[src/rtl/mealy_seq_gen.sv]
// ----------------------------------------------------------------------------
// mealy_seq_gen
//   Serial pattern generator. A start request in IDLE captures a PAT_W-bit
//   pattern and sends it MSB first on dout, one bit per clock, with dvalid
//   high for every pattern bit. A single DONE cycle, which pulses done,
//   closes the frame. After DONE the block returns to IDLE. All outputs come
//   straight from flops, so no input has a combinational path to an output.
//
//   Build option (macro SEQ_GEN_REPEAT_EN):
//     defined   - the rep input sets how many extra back-to-back copies of
//                 the pattern are sent. There is no gap between copies.
//     undefined - rep is ignored. Every frame is exactly PAT_W bits, and no
//                 repeat counter or pattern copy is built.
//
// Parameters
//   PAT_W   pattern length in bits (2..16)
//   REP_W   width of the repeat-count input
//
// Ports
//   clk      system clock, rising edge
//   rst      asynchronous active-low reset
//   start    frame request, sampled only in IDLE
//   pattern  bits to send, MSB first
//   rep      extra repetitions (repeat build only)
//   dout     serial data, 0 whenever dvalid is low
//   dvalid   dout carries a pattern bit
//   busy     frame accepted and not yet finished (covers DONE)
//   done     one-cycle pulse after the last bit of a frame
// ----------------------------------------------------------------------------
module mealy_seq_gen #(
    parameter int PAT_W = 4,
    parameter int REP_W = 4
) (
    input  logic             clk,
    input  logic             rst,
    input  logic             start,
    input  logic [PAT_W-1:0] pattern,
    input  logic [REP_W-1:0] rep,
    output logic             dout,
    output logic             dvalid,
    output logic             busy,
    output logic             done
);

    localparam int CNT_W = (PAT_W > 2) ? $clog2(PAT_W) : 1;

    typedef enum logic [1:0] {
        ST_IDLE = 2'b00,
        ST_SEND = 2'b01,
        ST_DONE = 2'b10
    } state_t;

    state_t             state_r, state_s;
    // shift_r holds the bits still to be sent; its MSB is the next bit.
    logic [PAT_W-1:0]   shift_r, shift_s;
    // bitcnt_r counts the bits remaining after the one currently on dout.
    logic [CNT_W-1:0]   bitcnt_r, bitcnt_s;
    logic               dout_s, dvalid_s, busy_s, done_s;

`ifdef SEQ_GEN_REPEAT_EN
    logic [REP_W-1:0]   repcnt_r, repcnt_s;
    logic [PAT_W-1:0]   pat_r, pat_s;
`else
    logic               unused_rep_s;
    assign unused_rep_s = ^rep;
`endif

    // FSM state register
    always_ff @(posedge clk or negedge rst) begin
        if (!rst) begin
            state_r <= ST_IDLE;
        end else begin
            state_r <= state_s;
        end
    end

    // Next state and next values for the datapath and output registers.
    // Output values are computed one cycle early so they can be registered.
    always_comb begin
        state_s  = state_r;
        shift_s  = shift_r;
        bitcnt_s = bitcnt_r;
        dout_s   = 1'b0;
        dvalid_s = 1'b0;
        busy_s   = 1'b0;
        done_s   = 1'b0;
`ifdef SEQ_GEN_REPEAT_EN
        repcnt_s = repcnt_r;
        pat_s    = pat_r;
`endif
        case (state_r)
            ST_IDLE: begin
                if (start) begin
                    // The first bit goes out in the cycle right after acceptance.
                    state_s  = ST_SEND;
                    dout_s   = pattern[PAT_W-1];
                    dvalid_s = 1'b1;
                    busy_s   = 1'b1;
                    shift_s  = {pattern[PAT_W-2:0], 1'b0};
                    bitcnt_s = CNT_W'(PAT_W - 1);
`ifdef SEQ_GEN_REPEAT_EN
                    repcnt_s = rep;
                    pat_s    = pattern;
`endif
                end else begin
                    state_s = ST_IDLE;
                end
            end
            ST_SEND: begin
                busy_s = 1'b1;
                if (bitcnt_r != {CNT_W{1'b0}}) begin
                    dout_s   = shift_r[PAT_W-1];
                    dvalid_s = 1'b1;
                    shift_s  = {shift_r[PAT_W-2:0], 1'b0};
                    bitcnt_s = bitcnt_r - CNT_W'(1);
                end else begin
`ifdef SEQ_GEN_REPEAT_EN
                    if (repcnt_r != {REP_W{1'b0}}) begin
                        // Reload from the captured copy so there is no gap between repeats.
                        dout_s   = pat_r[PAT_W-1];
                        dvalid_s = 1'b1;
                        shift_s  = {pat_r[PAT_W-2:0], 1'b0};
                        bitcnt_s = CNT_W'(PAT_W - 1);
                        repcnt_s = repcnt_r - REP_W'(1);
                    end else begin
                        state_s  = ST_DONE;
                        done_s   = 1'b1;
                        shift_s  = {PAT_W{1'b0}};
                    end
`else
                    state_s = ST_DONE;
                    done_s  = 1'b1;
                    shift_s = {PAT_W{1'b0}};
`endif
                end
            end
            ST_DONE: begin
                state_s = ST_IDLE;
            end
            default: begin
                state_s = ST_IDLE;
            end
        endcase
    end

    // Datapath and output registers
    always_ff @(posedge clk or negedge rst) begin
        if (!rst) begin
            shift_r  <= {PAT_W{1'b0}};
            bitcnt_r <= {CNT_W{1'b0}};
            dout     <= 1'b0;
            dvalid   <= 1'b0;
            busy     <= 1'b0;
            done     <= 1'b0;
`ifdef SEQ_GEN_REPEAT_EN
            repcnt_r <= {REP_W{1'b0}};
            pat_r    <= {PAT_W{1'b0}};
`endif
        end else begin
            shift_r  <= shift_s;
            bitcnt_r <= bitcnt_s;
            dout     <= dout_s;
            dvalid   <= dvalid_s;
            busy     <= busy_s;
            done     <= done_s;
`ifdef SEQ_GEN_REPEAT_EN
            repcnt_r <= repcnt_s;
            pat_r    <= pat_s;
`endif
        end
    end

endmodule

[config.mk]
export PLATFORM = sky130hd
export DESIGN_NAME = mealy_seq_gen
export DESIGN_NICKNAME = d
export VERILOG_FILES = /design/src/rtl/mealy_seq_gen.sv
export SDC_FILE = /design/constraint.sdc
export NUM_CORES = 1
export LEC_CHECK = 0
export CORE_AREA = 5 5 42 44
export DETAILED_ROUTE_END_ITERATION = 7
export DIE_AREA = 0 0 47 49
export PLACE_DENSITY = 0.65
export SLEW_MARGIN = 25
export SYNTH_ARGS = -nofsm -noshare
export SYNTH_HDL_FRONTEND = slang
export SYNTH_SLANG_ARGS = --single-unit
[constraint.sdc]
create_clock -name clk -period 2.9 [get_ports clk]
set_input_delay 0.87 -clock clk [delete_from_list [all_inputs] [get_ports clk]]
set_output_delay 0.87 -clock clk [all_outputs]
set_load 0.02 [all_outputs]
==> metrics.txt <==
Final period util 71.04%; Clock Skew 6.007 ps; Yosys reg bits 11; Rel. slew slack 67.70%; worst-skew pair later-pin latency 270 ps; post-layout util 44.64%; Cell Area, Synth 489.2 um2; first-pass GRT wire length 1628 um; area grow syn2layout 27.88%; routed via count 368; hold_buf cts 0; Mean Syn Cell Area 10.87 um2; largest area contributor in the netlist dfrtp_1; Post-DP Area 599.3 um2; Worst Path Required 2030 ps; CP max stage delay 600 ps; most frequent cells after synthesis 11 x dfrtp_1, 6 x nor2_1, 4 x nand2_1; most common cell in the netlist dfrtp_1; Syn Nets 57; Critical Path End Type primary output; DIE WIDTH 47 um; Main synth FF type dfrtp_1; synth unique cells 18; final net count 70; maximum root-to-sink buffer count 2; CTS clock-pin slew for the worst setup and hold paths 80 ps; Initial DRC Count 2; Layout Cell Area excl Fill 625.6 um2; vias per cell 5.041; gr usage total 10.02%; VDD IR-drop max 0.0003729 V; post-cts resize count 0; Startpoint Class register; Post-DP HPWL 640.4 um; layout cells sized above 1 12.28%; setup violators final 0; fill cell count 144; Fin. Hold Viols 0; Syn Inst Count 45; die area 2303 um2; Antenna Cells 0; Tmin final 2060 ps; post-place setup slack 896.5 ps; Critical Path, Cell by Cell clkdlybuf4s50_1; max frequency 485.4 MHz; number of nets with antenna violations after routing 0; IO Pins 15; ys async rst share 100.0%; CP top delay family buffers and inverters; Worst Tran Pin Value 482.9 ps; Leak Pwr 0.2883 nW; Cell Rows 14; sequential fraction of the synthesis area 56.27%; status completed; number of setup buffers added after CTS 0; TritonCTS Sinks 11; port buffer count 10; pwr/cell area 1001 nW/um2; Final Max Tran Viols 0; Die Ht 49 um; final setup margin 839.9 ps; slowest CP cell clkdlybuf4s50_1; core area 1401 um2; setup TNS 0 ps; EDFF count, synth 0; antenna violations before repair 0; CP arrival 1190 ps; top cell type's share of synthesized area 56.27%; Num CTS Buffers 3; Initial DRT Pass Iterations 2; RSZ-0062 raised after global routing no; CP max FO 1; synth warn 0; TritonCTS clock tree yes; area occupied by multi-input gates 192.7 um2; critical path class register to primary output; Initial Util 34.91%; final wirelength 939 um; GRT overflow 0; Max-cap violations 0; largest cells by area after synthesis dfrtp_1 56%, a32oi_1 5.4%, nor2_1 4.6%; CTS H-tree depth 1; DR WL/cell 12.86 um; hold crit path type register to register; Remaining DRCs 0; CTS root buffer clkbuf_4; largest net degree at the start of global routing 14; Reg area 275.3 um2; worst path bufs/invs 1; GPL Wtd Cong 0.7050; Total Power 0.6263 mW; via count of the first global-routing pass 373
## cell families after synthesis
family          count (synthesis)  share of synthesized area [%]
fa+ha+maj                       1                          2.557
simple gates                   18                          20.20
buf+inv                         5                          4.348
flops                          11                          56.27
mux                             1                          2.046
compound gates                  9                          14.58
## flip-flops by register name, summed over array words and instances, names as in the netlist
register / cells
bitcnt_r: 2
state_r: 2
dout: 1
dvalid: 1
shift_r: 3
busy: 1
done: 1
## metal layers
metal	track usage (%)	part of all wire [%]
met5	0	0
met4	8.295	1.4
met3	2.952	6.1
met2	13.57	45
met1	12.44	48
## worst paths after layout
path                                              start  cells past startpoint                       to  slack (ps)
worst max-delay path                     dout$_DFF_PN0_                      1                     dout         840
worst min-delay path             shift_r[1]$_DFFE_PN0P_                      2   shift_r[1]$_DFFE_PN0P_         520
worst max register to register  bitcnt_r[0]$_DFFE_PN0P_                      5  bitcnt_r[1]$_DFFE_PN0P_        1520
worst min register to register   shift_r[1]$_DFFE_PN0P_                      2   shift_r[1]$_DFFE_PN0P_         520
max in group asynchronous                           rst                      1   state_r[1]$_DFFE_PN0P_        1650
min in group asynchronous                           rst                      1           done$_DFF_PN0_         920
## layout make-up
cell class	count	area share (%)
Timing Repair Buffer	10	16.00
Inverter	3	1.800
Clock buffer	4	4.200
Tap cell	16	3.200
Multi-Input combinational cell	29	30.80
Sequential cell	11	44.00
## power by group
part           internal, mW  total, mW  switching, mW
Sequential            0.216      0.271         0.0559
Clock                0.0532      0.107         0.0534
Combinational         0.129      0.248          0.119
## layout by cell type (no fill, tap or decap)
| cell type | n |
|---|---|
| a32oi_1 | 3 |
| clkdlybuf4s50_1 | 10 |
| dfrtp_1 | 11 |
| clkbuf_1 | 1 |
| clkbuf_4 | 3 |
| mux2i_1 | 1 |
| and3b_2 | 2 |
| nor2_2 | 1 |
| o21ai_0 | 1 |
| a21oi_1 | 1 |
| a311oi_1 | 2 |
| a22oi_1 | 1 |
| o21ba_2 | 1 |
| nand2_1 | 4 |
| nand3b_1 | 2 |
| nor3b_1 | 1 |
| and3_1 | 2 |
| inv_1 | 3 |
| nor2_1 | 6 |
| ha_1 | 1 |
## metrics by stage
| step | cells | hold slack [ps] |
|---|---|---|
| floorplan | 45 | 472.1 |
| global placement | 69 | 493.5 |
| detailed placement | 69 | 500.4 |
| CTS | 73 | 518.1 |
| global route | 73 | 540.7 |
| finish | 73 | 517.1 |
(Power assumes the default switching activity.)
